File: src/rtl/icape_warmboot_seq_pkg.sv
// Package: icape_warmboot_seq_pkg
// Purpose: shared constants and encodings for the ICAPE2 warm-boot sequencer.
//   REG_CMD / REG_WBSTAR  register addresses in the ICAPE2 slave's 5-bit space
//   CMD_IPROG             command word that triggers reconfiguration
//   state_t               sequencer FSM states
//   err_code_t            encoding reported on o_err_code
package icape_warmboot_seq_pkg;

  localparam logic [4:0]  REG_CMD    = 5'h04;
  localparam logic [4:0]  REG_WBSTAR = 5'h10;
  localparam logic [31:0] CMD_IPROG  = 32'h0000_000f;

  typedef enum logic [2:0] {
    ST_IDLE    = 3'd0,
    ST_WR_STAR = 3'd1,
    ST_RD_STAR = 3'd2,
    ST_CHECK   = 3'd3,
    ST_WR_CMD  = 3'd4
  } state_t;

  typedef enum logic [1:0] {
    ERR_NONE    = 2'd0,
    ERR_TIMEOUT = 2'd1,
    ERR_VERIFY  = 2'd2
  } err_code_t;

endpackage

File: src/rtl/icape_warmboot_seq_if.sv
// Interface: icape_warmboot_seq_if
// Purpose: pipelined Wishbone link between the warm-boot sequencer (master)
//   and the ICAPE2 register slave.
//   cyc, stb, we    master cycle / strobe / write enable
//   addr[4:0]       register address
//   wdata[31:0]     write data
//   ack, stall      slave acknowledge / stall
//   rdata[31:0]     slave read data, valid with ack
interface icape_warmboot_seq_if;

  logic        cyc;
  logic        stb;
  logic        we;
  logic [4:0]  addr;
  logic [31:0] wdata;
  logic        ack;
  logic        stall;
  logic [31:0] rdata;

  modport master (output cyc, stb, we, addr, wdata, input ack, stall, rdata);
  modport slave  (input cyc, stb, we, addr, wdata, output ack, stall, rdata);

endinterface

File: src/rtl/icape_warmboot_seq_wb_single_xact.sv
// Module: wb_single_xact
// Purpose: runs exactly one Wishbone transaction per req pulse, with an
//   ack timeout.
//   i_clk, i_reset_n   clock, asynchronous active-low reset
//   req                one-cycle launch; we/addr/data are captured with it
//   we, addr, data     transaction attributes
//   ack                pulse: slave acked while our cycle was open
//   rdata              slave read data, meaningful with ack
//   timeout            pulse: counter saturated without ack; cyc drops next
//   wb                 Wishbone master port
module wb_single_xact #(
  parameter int TIMEOUT_LG = 10
) (
  input  logic                        i_clk,
  input  logic                        i_reset_n,
  input  logic                        req,
  input  logic                        we,
  input  logic [4:0]                  addr,
  input  logic [31:0]                 data,
  output logic                        ack,
  output logic [31:0]                 rdata,
  output logic                        timeout,
  icape_warmboot_seq_if.master        wb
);

  localparam logic [TIMEOUT_LG-1:0] CNT_MAX = '1;
  localparam logic [TIMEOUT_LG-1:0] CNT_ONE = {{(TIMEOUT_LG-1){1'b0}}, 1'b1};

  logic                  cyc_reg;
  logic                  stb_reg;
  logic                  we_reg;
  logic [4:0]            addr_reg;
  logic [31:0]           data_reg;
  logic [TIMEOUT_LG-1:0] cnt_reg;

  // Acks seen while our cycle is closed belong to nobody and are dropped.
  assign ack     = cyc_reg & wb.ack;
  assign timeout = cyc_reg & ~wb.ack & (cnt_reg == CNT_MAX);
  assign rdata   = wb.rdata;

  assign wb.cyc   = cyc_reg;
  assign wb.stb   = stb_reg;
  assign wb.we    = we_reg;
  assign wb.addr  = addr_reg;
  assign wb.wdata = data_reg;

  always_ff @(posedge i_clk or negedge i_reset_n) begin
    if (!i_reset_n) begin
      cyc_reg  <= 1'b0;
      stb_reg  <= 1'b0;
      we_reg   <= 1'b0;
      addr_reg <= '0;
      data_reg <= '0;
      cnt_reg  <= '0;
    end else if (req) begin
      cyc_reg  <= 1'b1;
      stb_reg  <= 1'b1;
      we_reg   <= we;
      addr_reg <= addr;
      data_reg <= data;
      cnt_reg  <= '0;
    end else if (cyc_reg) begin
      // One strobe per cycle: drop stb once the slave has taken it.
      if (stb_reg && !wb.stall) begin
        stb_reg <= 1'b0;
      end
      if (ack || timeout) begin
        cyc_reg <= 1'b0;
        stb_reg <= 1'b0;
      end
      if (cnt_reg != CNT_MAX) begin
        cnt_reg <= cnt_reg + CNT_ONE;
      end
    end
  end

endmodule

File: src/rtl/icape_warmboot_seq.sv
// Module: icape_warmboot_seq
// Purpose: Wishbone master that performs the ICAPE2 warm-boot sequence:
//   write WBSTAR, optionally read it back and compare, then write IPROG to CMD.
//   i_clk, i_reset_n   clock, asynchronous active-low reset
//   i_start            one-cycle request, ignored while busy or on a done/err cycle
//   i_boot_addr        WBSTAR value, captured when i_start is accepted
//   o_busy             sequence in progress
//   o_done / o_err     one-cycle completion / failure pulses
//   o_err_code         0 none, 1 timeout, 2 verify mismatch; held until next start
//   o_rd_data          last WBSTAR readback
//   wb                 Wishbone master port to the ICAPE2 slave
module icape_warmboot_seq
  import icape_warmboot_seq_pkg::*;
#(
  parameter int VERIFY     = 1,
  parameter int TIMEOUT_LG = 10
) (
  input  logic                 i_clk,
  input  logic                 i_reset_n,
  input  logic                 i_start,
  input  logic [31:0]          i_boot_addr,
  output logic                 o_busy,
  output logic                 o_done,
  output logic                 o_err,
  output logic [1:0]           o_err_code,
  output logic [31:0]          o_rd_data,
  icape_warmboot_seq_if.master wb
);

  state_t      state_reg, state_next;
  logic        launched_reg;
  logic [31:0] boot_reg, boot_next;
  logic [31:0] rd_reg, rd_next;
  logic        done_reg, done_next;
  logic        err_reg, err_next;
  err_code_t   err_code_reg, err_code_next;

  logic        xact_req, xact_we, xact_ack, xact_timeout;
  logic [4:0]  xact_addr;
  logic [31:0] xact_data, xact_rdata;
  logic        in_xact;

  wb_single_xact #(.TIMEOUT_LG(TIMEOUT_LG)) u_xact (
    .i_clk     (i_clk),
    .i_reset_n (i_reset_n),
    .req       (xact_req),
    .we        (xact_we),
    .addr      (xact_addr),
    .data      (xact_data),
    .ack       (xact_ack),
    .rdata     (xact_rdata),
    .timeout   (xact_timeout),
    .wb        (wb)
  );

  assign o_busy     = (state_reg != ST_IDLE);
  assign o_done     = done_reg;
  assign o_err      = err_reg;
  assign o_err_code = err_code_reg;
  assign o_rd_data  = rd_reg;

  assign in_xact = (state_reg == ST_WR_STAR) || (state_reg == ST_RD_STAR) ||
                   (state_reg == ST_WR_CMD);

  always_comb begin
    state_next    = state_reg;
    boot_next     = boot_reg;
    rd_next       = rd_reg;
    err_code_next = err_code_reg;
    done_next     = 1'b0;
    err_next      = 1'b0;
    // The request fires in the first cycle of each transaction state, so cyc
    // rises one cycle after entry and always has a low cycle between requests.
    xact_req      = in_xact && !launched_reg;
    xact_we       = 1'b1;
    xact_addr     = REG_WBSTAR;
    xact_data     = boot_reg;

    case (state_reg)
      ST_IDLE: begin
        // A start coinciding with the done/err pulse is deliberately dropped.
        if (i_start && !done_reg && !err_reg) begin
          boot_next     = i_boot_addr;
          err_code_next = ERR_NONE;
          state_next    = ST_WR_STAR;
        end
      end
      ST_WR_STAR: begin
        if (xact_ack) begin
          state_next = (VERIFY != 0) ? ST_RD_STAR : ST_WR_CMD;
        end
      end
      ST_RD_STAR: begin
        xact_we = 1'b0;
        if (xact_ack) begin
          rd_next    = xact_rdata;
          state_next = ST_CHECK;
        end
      end
      ST_CHECK: begin
        if (rd_reg == boot_reg) begin
          state_next = ST_WR_CMD;
        end else begin
          err_next      = 1'b1;
          err_code_next = ERR_VERIFY;
          state_next    = ST_IDLE;
        end
      end
      ST_WR_CMD: begin
        xact_addr = REG_CMD;
        xact_data = CMD_IPROG;
        if (xact_ack) begin
          done_next  = 1'b1;
          state_next = ST_IDLE;
        end
      end
      default: state_next = ST_IDLE;
    endcase

    // Timeout never coincides with ack, so it can simply override.
    if (in_xact && xact_timeout) begin
      err_next      = 1'b1;
      err_code_next = ERR_TIMEOUT;
      state_next    = ST_IDLE;
    end
  end

  always_ff @(posedge i_clk or negedge i_reset_n) begin
    if (!i_reset_n) begin
      state_reg    <= ST_IDLE;
      launched_reg <= 1'b0;
      boot_reg     <= '0;
      rd_reg       <= '0;
      done_reg     <= 1'b0;
      err_reg      <= 1'b0;
      err_code_reg <= ERR_NONE;
    end else begin
      state_reg    <= state_next;
      launched_reg <= (state_next == state_reg) && (launched_reg || xact_req);
      boot_reg     <= boot_next;
      rd_reg       <= rd_next;
      done_reg     <= done_next;
      err_reg      <= err_next;
      err_code_reg <= err_code_next;
    end
  end

endmodule

File: src/flat_wrapper.sv
// flat-port wrapper written by rule: the top's interface ports become plain ports
module icape_warmboot_seq_flat import icape_warmboot_seq_pkg::*;
#(
  parameter int VERIFY     = 1,
  parameter int TIMEOUT_LG = 10
)
  (i_clk, i_reset_n, i_start, i_boot_addr, o_busy, o_done, o_err, o_err_code, o_rd_data, wb_cyc, wb_stb, wb_we, wb_addr, wb_wdata, wb_ack, wb_stall, wb_rdata);
  icape_warmboot_seq_if wb_i ();
  input  logic i_clk;
  input  logic i_reset_n;
  input  logic i_start;
  input  logic [31:0] i_boot_addr;
  output logic o_busy;
  output logic o_done;
  output logic o_err;
  output logic [1:0] o_err_code;
  output logic [31:0] o_rd_data;
  output wire logic [$bits(wb_i.cyc)-1:0] wb_cyc;
  output wire logic [$bits(wb_i.stb)-1:0] wb_stb;
  output wire logic [$bits(wb_i.we)-1:0] wb_we;
  output wire logic [$bits(wb_i.addr)-1:0] wb_addr;
  output wire logic [$bits(wb_i.wdata)-1:0] wb_wdata;
  input wire logic [$bits(wb_i.ack)-1:0] wb_ack;
  input wire logic [$bits(wb_i.stall)-1:0] wb_stall;
  input wire logic [$bits(wb_i.rdata)-1:0] wb_rdata;
  assign wb_cyc = wb_i.cyc;
  assign wb_stb = wb_i.stb;
  assign wb_we = wb_i.we;
  assign wb_addr = wb_i.addr;
  assign wb_wdata = wb_i.wdata;
  assign wb_i.ack = wb_ack;
  assign wb_i.stall = wb_stall;
  assign wb_i.rdata = wb_rdata;
  icape_warmboot_seq #(.VERIFY(VERIFY), .TIMEOUT_LG(TIMEOUT_LG)) u_core (.i_clk(i_clk), .i_reset_n(i_reset_n), .i_start(i_start), .i_boot_addr(i_boot_addr), .o_busy(o_busy), .o_done(o_done), .o_err(o_err), .o_err_code(o_err_code), .o_rd_data(o_rd_data), .wb(wb_i));
endmodule
File: config.mk
export PLATFORM = sky130hd
export DESIGN_NAME = icape_warmboot_seq_flat
export DESIGN_NICKNAME = d
export VERILOG_FILES = /design/src/rtl/icape_warmboot_seq_pkg.sv /design/src/rtl/icape_warmboot_seq_if.sv /design/src/rtl/icape_warmboot_seq_wb_single_xact.sv /design/src/rtl/icape_warmboot_seq.sv /design/src/flat_wrapper.sv
export SDC_FILE = /design/constraint.sdc
export NUM_CORES = 1
export LEC_CHECK = 0
export ABC_AREA = 1
export CAP_MARGIN = 20
export CORE_MARGIN = 8
export CORE_UTILIZATION = 55
export DETAILED_ROUTE_END_ITERATION = 16
export DONT_BUFFER_PORTS = 1
export PLACE_DENSITY = 0.7
export SYNTH_ARGS = -nofsm -noshare
export SYNTH_HDL_FRONTEND = slang
export SYNTH_SLANG_ARGS = --single-unit
File: constraint.sdc
create_clock -name i_clk -period 1.7 [get_ports i_clk]
set_clock_uncertainty 0.1 [all_clocks]
set_input_delay 0.425 -clock i_clk [delete_from_list [all_inputs] [get_ports i_clk]]
set_output_delay 0.425 -clock i_clk [all_outputs]
set_load 0.01 [all_outputs]
-- Yosys cells after proc, flatten, opt, wreduce, memory -nomap -nowiden
Cells that the tools add are included.
- reductions and logical operators: 25
- bitwise operators: 4
- eq/ne operators: 10
- multiplexer cells: 29
- add/subtract/negate cells: 1
- operator list (operator ; count):
    $eq A32 B32 Y1 ; 1
    $mux W32 ; 1
    $mux W10 ; 3
    $mux W3 ; 6
    $pmux W3 S5 ; 1
    $mux W1 ; 13
    $add A10 B1 Y10 const B ; 1
    $eq A10 B10 Y1 const B ; 1
    $ne A10 B10 Y1 const B ; 1
    $reduce_bool A3 Y1 ; 3
    $reduce_and A2 Y1 ; 4
    $eq A3 B2 Y1 const B ; 2
    $logic_and A1 B1 Y1 ; 6
    $mux W2 ; 3
    $mux W5 ; 1
    $logic_not A1 Y1 ; 4
    $logic_or A1 B1 Y1 ; 4
    $pmux W2 S2 ; 1
    $reduce_bool A2 Y1 ; 2
    $and A1 B1 Y1 ; 3
    $eq A3 B1 Y1 const B ; 1
    $eq A3 B3 Y1 ; 1
    $eq A3 B3 Y1 const B ; 1
    $logic_not A3 Y1 ; 1
    4 further kinds ; 4
- bits of input ports: 69
- output and inout port bits: 77
- register bits: 122
- logic and storage cells: 82

-- Logic depth before layout (Yosys ltp)
Gate-level depths: netlist (run 1).
- depth after elaboration: 8
- gate-level depth with buffers: 12
- mapped depth without buffers: 12

-- Modules after synthesis
Synthesis (run 1) repeated with hierarchy kept, for this count alone.
- cell total of the unflattened synthesis: 737
- area, all modules: 5958.2 um^2
- by module, submodules not included (module ; cells each ; instances ; sequential area each (um^2) ; area an instance (um^2)):
    icape_warmboot_seq ; 441 ; 1 ; 1801.7 ; 3535.9
    wb_single_xact ; 296 ; 1 ; 1251.2 ; 2422.3

-- Least setup slack after synthesis (run 1)
Ideal clock, no wire load.
- kind: reg2reg
- start: register u_core.u_xact.cnt_reg[0]
- end: register u_core.u_xact.cnt_reg[6]
- setup time: 77 ps
- stages on the path, launching flop included: 12
- buffers on the path: 0
- path slack: 143 ps
- arrival: 1380 ps
- period minus slack after synthesis: 1557 ps
- data required time: 1523 ps
- cell sequence: dfrtp_1 ha_1 nand2_1 inv_1 nand3_1 nor2_1 inv_1 nand2_1 nand2_1 nand2_1 or2_1 a21oi_1
- word-level cells in the longest chain between the ends: 4
- elaborated cells between the ends (all ways): 7
- those cells by class: add/sub: 1; eq/ne: 1; mux: 3; reduce/logical: 2
- ends and longest elaborated chain (what ; line ; source):
    from (decl) ; icape_warmboot_seq_wb_single_xact.sv:34 ; logic [TIMEOUT_LG-1:0] cnt_reg;
    from (signal assigned) ; icape_warmboot_seq_wb_single_xact.sv:72 ; cnt_reg <= cnt_reg + CNT_ONE;
    $add A10 B1 Y10 ; icape_warmboot_seq_wb_single_xact.sv:72 ;
    $mux W10 ; icape_warmboot_seq_wb_single_xact.sv:71 ; if (cnt_reg != CNT_MAX) begin
    $mux W10 ; icape_warmboot_seq_wb_single_xact.sv:62 ; end else if (cyc_reg) begin
    $mux W10 ; icape_warmboot_seq_wb_single_xact.sv:55 ; end else if (req) begin
Parallel ways exist; a longest one is shown, timed or not. The select of a mux whose other input is x is not followed.
A chain may end at the register's enable or synchronous reset.

-- Final worst setup path (run 1)
- start: register u_core.u_xact.cnt_reg[1]
- end: register u_core.launched_reg
- word-level cells in the longest chain between the ends: 6
- ends and longest elaborated chain (what ; line ; source):
    $eq A10 B10 Y1 ; icape_warmboot_seq_wb_single_xact.sv:38 ; assign timeout = cyc_reg & ~wb.ack & (cnt_reg == CNT_MAX);
    $and A1 B1 Y1 ; icape_warmboot_seq_wb_single_xact.sv:38 ;
    $logic_and A1 B1 Y1 ; icape_warmboot_seq.sv:121 ; if (in_xact && xact_timeout) begin
    $mux W3 ; icape_warmboot_seq.sv:121 ;
    net u_core.state_next[1] ; icape_warmboot_seq.sv:30 ; state_t state_reg, state_next;
    $eq A3 B3 Y1 ; icape_warmboot_seq.sv:139 ; launched_reg <= (state_next == state_reg) && (launched_reg || xact_req);
    $logic_and A1 B1 Y1 ; icape_warmboot_seq.sv:139 ;
    to (signal assigned) ; icape_warmboot_seq.sv:139 ;
    to (decl) ; icape_warmboot_seq.sv:31 ; logic launched_reg;
The timed path passes the listed nets, and every way through them passes these cells.

==> run_results.csv, run 1 <==
group,metric,value,unit
synth,synth_top_cell_by_area,"dfrtp_1",
timing,grt_setup_unrepaired,"yes",
clock_tree,insertion_delay,520,ps
global_routing,overflow,0,
critical_path,worstPathCellList,"ha_4 > nand2_2 > inv_2 > nand3_2 > nor2_4 > nand3_1 > nand2_1 > inv_1 > nand2_1 > nand2_1 > nand3_1 > a21oi_1",
finish,final_util,75.6,%
critical_path,cp-startpoint,"u_core.u_xact.cnt_reg[1]$_DFFE_PN0P_",
route,routed.top_layer,"met4",
critical_path,criticalPathCategory,"reg2reg",
synth,netlist_area,5170,um^2
place,placed_cell_area,5410,um^2
finish,post_route_cells_drive_above_1_share,23.3,%
finish,n_fill_cell,604,
route,wirelength,14400,um
pwr,power_switching,5.77,mW
finish,fin_area,6960,um^2
timing,tns,-92.2,ps
pwr,p_sw_share,39.6,%
route,vias,4101,
place,dp_hpwl,8980,um
synth,synth_top_flop_cell,"dfrtp_1",
timing,clock.fmax,569,MHz
synth,synth_edf_count,0,
route,antenna_left,0,
critical_path,crit_path_end_kind,"register",
route,met2WireLength,7240,um
clock_tree,cts_tree,"yes",
global_routing,gr-usage-all-layers,22.4,%
synth,yosysMostFrequentCell,"dfrtp_1",
critical_path,rrSetupSlack,-60,ps
finish,fin_nets,700,
finish,diodes,0,
synth,synthTopCellsByArea,"dfrtp_1 (58%), nand2_1 (7.3%), mux2_2 (7.2%)",
clock_tree,clk_pin_slew_worst_paths,60,ps
timing,period_needed,1760,ps
clock_tree,htreeDepth,4,
floorplanning,coreArea,9200,um^2
flow_run,cap_violations,0,
critical_path,endpoint,"u_core.launched_reg$_DFF_PN0_",
critical_path,reg2reg_depth,12,
clock_tree,cts_hold_buf,64,
pwr,powerDensity,2100,nW/um^2
pwr,leakage,3.29,nW
synth,synth_top_area_share,57.6,%
pwr,irDropWorstVdd,1.26,mV
synth,ys_seq_elements,119,
pwr,power.total,14.6,mW
critical_path,cp_num_cells,12,
pwr,pwr-share-clk,25.6,%
clock_tree,root_buffer,"clkbuf_8",
finish,stdcell_count,754,
timing,final_hold_viol_count,119,
clock_tree,cts.sink_count,119,
synth,avgSynthCellArea,9.72,um^2
timing,hold_ws,-503,ps
place,placedCellCount,649,
synth,syn_inst,532,
outcome,outcome,"finished with violations",
pwr,seq_power_share,39.2,%
finish,seqCellArea,2990,um^2
synth,ys_seq_area_share,57.6,%
critical_path,crit_top_cell,"nand2_1",
critical_path,required,1990,ps
hold_path,hold_class,"in2async",
finish,multi_input_area,2040,um^2
outcome,violations,"negative hold slack, negative setup slack",
critical_path,crit_family,"simple AND/OR/NAND/NOR gates",
critical_path,crit_path_top_delay_cell,"dfrtp_1",
clock_tree,cts_buffer_depth,2,
critical_path,crit_buf_inv,2,
floorplanning,num_rows,35,
timing,worst_slack,-56.2,ps
place,place_congestion,0.835,
floorplanning,ios,146,
pwr,intPower,8.81,mW
place,portBuffers,0,
clock_tree,cts_made_buffers,17,
floorplanning,initial_utilization,56.2,%
floorplanning,die-width,113,um
timing,setup_viol,2,
critical_path,timing.rr.end,"u_core.launched_reg$_DFF_PN0_",
finish,area_growth,34.6,%
floorplanning,die_y,113,um
route,wl_met3,1490,um
route,drt_iter0_drc,212,
route,wl_per_cell,19.1,um
critical_path,cp_max_fo,3,
route,firstDrtPassIters,4,
floorplanning,design.die.area,12800,um^2
synth,synth_commonest_cells,"dfrtp_1 (119), nand2_1 (100), inv_1 (58)",
timing,drv_slew,0,
critical_path,arrival,2050,ps
critical_path,crit_path_start_kind,"register",
global_routing,grt_max_degree,120,
global_routing,grt_pass1_vias,4377,
place,dp_worst_setup_slack,-14.0,ps
timing,post-route-period-util,103,%
synth,synth_warnings,0,
critical_path,r2r-start,"u_core.u_xact.cnt_reg[1]$_DFFE_PN0P_",
route,viasPerCell,5.44,
route,met1_length,5360,um
synth,yosysUniqueCellTypes,31,
critical_path,critPathMaxStageDelay,410,ps
global_routing,grt_pass1_wl,22100,um
synth,async_flop_share,100,%
pwr,power_frac_comb,35.2,%
global_routing,antenna_found_initial,0,
route,drc,0,
cells in the final DEF (no fill, tap or decap), types with 5 or more instances in the layout:
cell type      synthesis  layout
a21oi_1               41      38
a22o_1                12      12
buf_4                  3      26
clkbuf_16              0      16
dfrtp_1              119     112
dfrtp_2                0       7
dlygate4sd3_1          0      64
inv_1                 58      54
inv_2                  3       7
inv_6                  0       8
mux2_2                33      33
nand2_1              100      90
nand2_2                2       9
nand3_1               14       9
nand3_2                4       6
nor2_1                56      51
nor3_1                 7       5
o21ai_0               29      17
o21ai_1                0      12
xnor2_1               21      18
what timing repair did:
| item | CTS | global route |
|---|---|---|
| setup endpoints to repair | 6 | 67 |
| setup buffers | 5 | 4 |
| gates resized for setup | 10 | 61 |
| gates cloned | 0 | 0 |
| endpoints found under the hold margin | 184 | 119 |
| pin swaps | 1 | 12 |
how the worst min path moves through the flow:
stage / from / end / cells after the start / slack (ps)
after global placement: i_reset_n / u_core.u_xact.cnt_reg[8]$_DFFE_PN0P_ / 0 / 30
after detailed placement: i_reset_n / u_core.u_xact.cnt_reg[7]$_DFFE_PN0P_ / 0 / 30
final: i_reset_n / u_core.o_rd_data[19]$_DFFE_PN0P_ / 0 / -500
after global routing: i_reset_n / u_core.u_xact.wb.wdata[19]$_DFFE_PN0P_ / 0 / -530
after CTS: i_reset_n / u_core.boot_reg[23]$_DFFE_PN0P_ / 0 / -520
after floorplan: i_reset_n / u_core.boot_reg[0]$_DFFE_PN0P_ / 0 / 30
power groups by stage:
stage	combinational [mW]	sequential (mW)	clock [mW]
after floorplan	3.26	5.35	0
after global placement	4.20	5.63	0
after detailed placement	4.36	5.69	0
after CTS	4.68	5.66	3.77
after global routing	5.65	5.89	3.90
final	5.13	5.71	3.73
metal layers:
| metal | up-vias | GRT usage [%] |
|---|---|---|
| li1 | 1906 | - |
| met1 | 1988 | 24.3 |
| met2 | 178 | 37.7 |
| met3 | 29 | 9.80 |
| met4 | 0 | 8.97 |
| met5 | - | 0 |
area by class of cell:
cell class                 count  share of cell area [%]
timing repair buffer          96                    13.3
tap                          111                    2.00
clock inverter                15                    2.90
sequential                   119                    42.9
inverter                      63                    3.54
multi-input combinational    333                    29.4
clock buffer                  17                    5.95
cell families (layout without fill, tap and decap cells):
logic type	count (synthesis)	count (layout)	synth area share (%)
AND/OR/NAND/NOR	189	189	15.2
multiplexers	33	33	7.19
flip-flops	119	119	57.6
AO/OA/AOI/OAI	84	84	9.08
XOR/XNOR	23	23	3.90
other	1	3	0.0726
buffers and inverters	82	191	6.68
adder cells (fa/ha/maj)	1	1	0.242
(Power assumes the default switching activity.)
==> inputs of run 2 (changes only) <==
- SLEW_MARGIN: default -> 20
- TNS_END_PERCENT: default -> 1
==> run 2 against run 1 <==
The flow still finishes with violations (negative hold slack, negative setup slack). Non-clock buffer count did not move. Sequential cell count did not move. First-iteration DRC count rose by 3.3%. Via count rose by 0.22%. Clock power barely moved. Register-to-register slack improved by 40 ps. Power fell by 0.93%. Clock-buffer cell count did not move. Setup slack improved by 2.1 ps. Core utilization fell by 0.38 points. Largest cell class unchanged.
==> run_results.csv, run 2 (synthesis gave the netlist of run 1 again) <==
group,metric,value,unit
finish,layout_common_cells,"dfrtp_1 (112), nand2_1 (91), dlygate4sd3_1 (64)",
global_routing,busiest_layer,"met2",
global_routing,antenna_found_initial,0,
clock_tree,cts_tree,"yes",
place,placedCellCount,649,
global_routing,grt_pass1_vias,4391,
critical_path,required,1170,ps
floorplanning,die-width,113,um
clock_tree,cts_buffer_depth,2,
timing,clock.fmax,570,MHz
timing,hold_ws,-497,ps
global_routing,use_met2,37.5,%
floorplanning,ios,146,
finish,area_growth,33.9,%
global_routing,overflow,0,
finish,n_fill_cell,606,
timing,post-route-period-util,103,%
timing,tns,-86.5,ps
timing,drv_slew,0,
pwr,leakage,3.29,nW
floorplanning,coreArea,9200,um^2
pwr,powerDensity,2090,nW/um^2
timing,tightestPinTransition,527,ps
outcome,violations,"negative hold slack, negative setup slack",
route,drc,0,
clock_tree,cts_hold_buf,64,
route,drt_iter0_drc,219,
timing,setup_viol,4,
route,vias,4110,
critical_path,cp_max_fo,2,
flow_run,cap_violations,0,
hold_path,hold_class,"in2async",
finish,post_route_cells_drive_above_1_share,22.9,%
place,dp_worst_setup_slack,-14.0,ps
timing,final_hold_viol_count,119,
timing,period_needed,1750,ps
clock_tree,insertion_delay,520,ps
floorplanning,num_rows,35,
global_routing,gr-usage-met3,10.0,%
timing,relSlewSlack,64.6,%
finish,final_common_cell,"dfrtp_1",
clock_tree,htreeDepth,4,
critical_path,rrSetupSlack,-20,ps
place,portBuffers,0,
finish,diodes,0,
floorplanning,design.die.area,12800,um^2
clock_tree,cts.sink_count,119,
route,firstDrtPassIters,5,
global_routing,gr-usage-all-layers,22.4,%
place,dp_hpwl,8980,um
outcome,outcome,"finished with violations",
finish,final_util,75.3,%
route,wirelength,14400,um
floorplanning,initial_utilization,56.2,%
pwr,power.total,14.4,mW
clock_tree,root_buffer,"clkbuf_8",
global_routing,grt_pass1_wl,22100,um
clock_tree,clk_pin_slew_worst_paths,60,ps
timing,worst_slack,-54.1,ps
finish,stdcell_count,754,
critical_path,crit_path_end_kind,"output pin",
global_routing,use_met1,24.1,%
critical_path,criticalPathCategory,"reg2out",
timing,grt_setup_unrepaired,"yes",
finish,fin_area,6920,um^2
pwr,p_sw_share,39.5,%
pwr,power_switching,5.70,mW
route,wl_per_cell,19.2,um
floorplanning,die_y,113,um
pwr,power_frac_comb,34.6,%
finish,fin_nets,700,
place,place_congestion,0.835,
route,antenna_left,0,
route,viasPerCell,5.45,
clock_tree,cts_made_buffers,17,
pwr,seq_power_share,39.5,%
pwr,irDropWorstVdd,1.25,mV
global_routing,grt_max_degree,120,
pwr,pwr-share-clk,25.8,%
critical_path,arrival,1230,ps
pwr,intPower,8.74,mW
critical_path,crit_path_start_kind,"register",
place,placed_cell_area,5410,um^2
==> run 2: final timing paths <==
kind                                                           to  depth (start not counted)                            start
max reg2reg                  u_core.u_xact.cnt_reg[6]$_DFFE_PN0P_                          9    u_core.state_reg[1]$_DFF_PN0_
max                                                        o_busy                          4    u_core.state_reg[1]$_DFF_PN0_
min reg2reg                u_core.u_xact.wb.wdata[23]$_DFFE_PN0P_                          1  u_core.boot_reg[23]$_DFFE_PN0P_
min in group i_clk                u_core.boot_reg[31]$_DFFE_PN0P_                          2                  i_boot_addr[31]
min                              u_core.o_rd_data[19]$_DFFE_PN0P_                          0                        i_reset_n
max in group asynchronous        u_core.o_rd_data[31]$_DFFE_PN0P_                          0                        i_reset_n
==> run 2: routing by layer <==
metal | routed length, um | part of all wire [%]
met5 | 0 | 0
met4 | 365 | 2.5
met3 | 1520 | 10
met2 | 7200 | 50
met1 | 5370 | 37
==> run 2: critical path, cell delays in order (launching register included) <==
cell and delay (ps):
dfrtp_1 390, inv_2 90, nand2_2 80, nor2_4 100
inv_2 60
==> run 2: area by class of cell <==
cell class / instances / area, um^2 / share of cell area [%]
Clock buffer: 17 / 414 / 5.98
Clock inverter: 15 / 201 / 2.91
Inverter: 63 / 246 / 3.56
Timing Repair Buffer: 96 / 921 / 13.3
Multi-Input combinational cell: 333 / 2010 / 29.1
Sequential cell: 119 / 2990 / 43.2
Tap cell: 111 / 139 / 2.01
==> run 2: timing repair <==
item | CTS | global route
endpoints found under the hold margin | 184 | 119
setup buffers | 5 | 4
gates resized for setup | 8 | 47
pin swaps | 1 | 11
endpoints found under the setup margin | 6 | 65
==> run 2: power groups by stage <==
stage / Clock (mW) / Sequential, mW / Combinational, mW
detailed placement: 0 / 5.69 / 4.36
CTS: 3.77 / 5.66 / 4.67
global route: 3.90 / 5.89 / 5.52
global placement: 0 / 5.63 / 4.20
finish: 3.73 / 5.71 / 5.00
floorplan: 0 / 5.35 / 3.26
==> inputs of run 3 (changes only) <==
- BUFFER_PORTS_ARGS: default -> -buffer_cell sky130_fd_sc_hd__buf_2
- CORE_UTILIZATION: 55 -> 45
- DONT_BUFFER_PORTS: 1 -> default
- GPL_TIMING_DRIVEN: default -> 0
- PLACE_DENSITY: 0.7 -> 0.71
==> run 3 against run 2 <==
The flow finishes with violations (negative setup slack). Sequential power shrank 10%. Routed wire length shrank 0.59%. Combinational power grew 24%. Via count grew 4.3%. Sequential share of layout area grew 0.12 points. Core utilization shrank 14 points. Clock power shrank 13%. Critical path type unchanged. Largest cell class unchanged.
==> run_results.csv, run 3 (synthesis gave the netlist of run 1 again) <==
group,metric,value,unit
critical_path,worstPathCellList,"inv_2 > nand2_2 > nor2_4 > inv_1 > buf_6",
floorplanning,ios,146,
outcome,violations,"negative setup slack",
floorplanning,design.die.area,15200,um^2
timing,post-route-period-util,107,%
outcome,outcome,"finished with violations",
pwr,pwr-share-clk,22.4,%
pwr,power_switching,5.59,mW
route,drc,0,
pwr,irDropWorstVdd,0.984,mV
route,antenna_left,0,
place,portBuffers,142,
global_routing,grt_max_degree,63,
timing,final_hold_viol_count,0,
critical_path,arrival,1300,ps
route,vias,4285,
pwr,intPower,8.97,mW
global_routing,grt_pass1_wl,22600,um
timing,tightestPinTransition,555,ps
critical_path,crit_buf_inv,3,
clock_tree,root_buffer,"clkbuf_16",
global_routing,antenna_found_initial,0,
route,wl_per_cell,16.8,um
clock_tree,cts.sink_count,119,
global_routing,gr-usage-all-layers,19.3,%
critical_path,criticalPathCategory,"reg2out",
flow_run,cap_violations,0,
route,wirelength,14400,um
critical_path,crit_path_end_kind,"output pin",
place,dp_hpwl,10500,um
finish,stdcell_count,856,
clock_tree,htreeDepth,4,
critical_path,required,1170,ps
finish,final_common_cell,"buf_2",
critical_path,crit_path_top_delay_cell,"dfrtp_1",
clock_tree,cts_buffer_depth,2,
pwr,p_sw_share,38.4,%
finish,fin_nets,775,
critical_path,r2r-start,"u_core.state_reg[0]$_DFF_PN0_",
route,viasPerCell,5.01,
route,drt_iter0_drc,310,
timing,drv_slew,0,
pwr,leakage,3.51,nW
floorplanning,num_rows,39,
finish,final_util,60.9,%
critical_path,critPathMaxStageDelay,410,ps
critical_path,cp-startpoint,"u_core.state_reg[0]$_DFF_PN0_",
hold_path,hp-start,"wb_rdata[24]",
finish,layout_common_cells,"buf_2 (144), dfrtp_1 (116), nand2_1 (93)",
timing,setup_viol,41,
clock_tree,clk_pin_slew_worst_paths,50,ps
pwr,powerDensity,2110,nW/um^2
floorplanning,die_y,123,um
floorplanning,coreArea,11300,um^2
timing,grt_setup_unrepaired,"yes",
critical_path,crit_family,"flip-flops",
clock_tree,insertion_delay,410,ps
global_routing,grt_pass1_vias,4527,
finish,diodes,0,
timing,relSlewSlack,63.0,%
clock_tree,cts_tree,"yes",
critical_path,crit_path_start_kind,"register",
timing,clock.fmax,548,MHz
critical_path,cp_max_fo,5,
place,place_congestion,0.838,
finish,n_fill_cell,961,
route,firstDrtPassIters,5,
clock_tree,cts_made_buffers,17,
pwr,seq_power_share,35.2,%
hold_path,hold_class,"in2reg",
pwr,power.total,14.6,mW
global_routing,overflow,0,
finish,post_route_cells_drive_above_1_share,37.3,%
pwr,power_frac_comb,42.4,%
timing,worst_slack,-123,ps
place,placedCellCount,820,
floorplanning,die-width,123,um
finish,area_growth,33.3,%
floorplanning,initial_utilization,45.7,%
timing,period_needed,1820,ps
place,dp_worst_setup_slack,-399,ps
-- run 3: cell count changes in the layout (fill, tap and decap cells not counted), sizes merged --
cell,delta
buf,+134
bufinv,-2
clkbuf,+9
clkinv,+2
clkinvlp,-1
dlygate4sd3,-63
inv,-9
-- run 3: layout make-up --
cell class / instances / area (um^2) / share of cell area, %
multi-input combinational: 333 / 1990 / 28.8
timing repair buffer: 152 / 821 / 11.9
sequential: 119 / 2980 / 43.3
buffer: 19 / 143 / 2.07
tap: 143 / 179 / 2.60
clock inverter: 5 / 50.0 / 0.726
clock buffer: 22 / 484 / 7.03
inverter: 63 / 246 / 3.58
-- run 3: repair_timing --
action,in CTS,in global routing
gates resized for setup,24,38
endpoints found under the hold margin,57,0
setup buffers,4,4
hold buffers,1,0
pin swaps,5,4
endpoints found under the setup margin,104,92
-- run 3: power groups by stage --
stage	Combinational (mW)	Clock, mW	Sequential (mW)
6_report	6.18	3.25	5.12
5_1_grt	6.85	3.44	5.28
4_1_cts	5.97	3.30	5.09
3_5_place_dp	5.72	0	5.13
3_3_place_gp	5.53	0	5.06
2_1_floorplan	3.26	0	5.35
-- run 3: path summary, 6_finish.rpt --
check,end,slack (ps),cells past startpoint
setup / recovery,o_busy,-120,5
hold / removal,u_core.o_rd_data[24]$_DFFE_PN0P_,150,2
setup reg to reg,u_core.boot_reg[31]$_DFFE_PN0P_,-70,7
hold reg to reg,u_core.u_xact.wb.addr[4]$_DFFE_PN0P_,380,2
max in group asynchronous,u_core.o_rd_data[27]$_DFFE_PN0P_,360,3
min in group asynchronous,u_core.u_xact.wb.wdata[19]$_DFFE_PN0P_,460,2
-- run 3: through the flow --
stage               cell area, um^2  setup TNS (ps)  hold WS (ps)
CTS                            6750           -1940           139
global placement               6070         -178540           351
floorplan                      5180               0          29.4
detailed placement             6100          -22540           334
global route                   6890           -6100           139
finish                         6890           -1840           146
-- run 3: metal layers --
metal / wire length (um) / vias up / track usage [%]
met5: 0 / - / 0
met4: 156 / 0 / 7.07
met3: 1200 / 16 / 6.67
met2: 7130 / 154 / 32.2
met1: 5870 / 2075 / 22.7
li1: - / 2040 / -
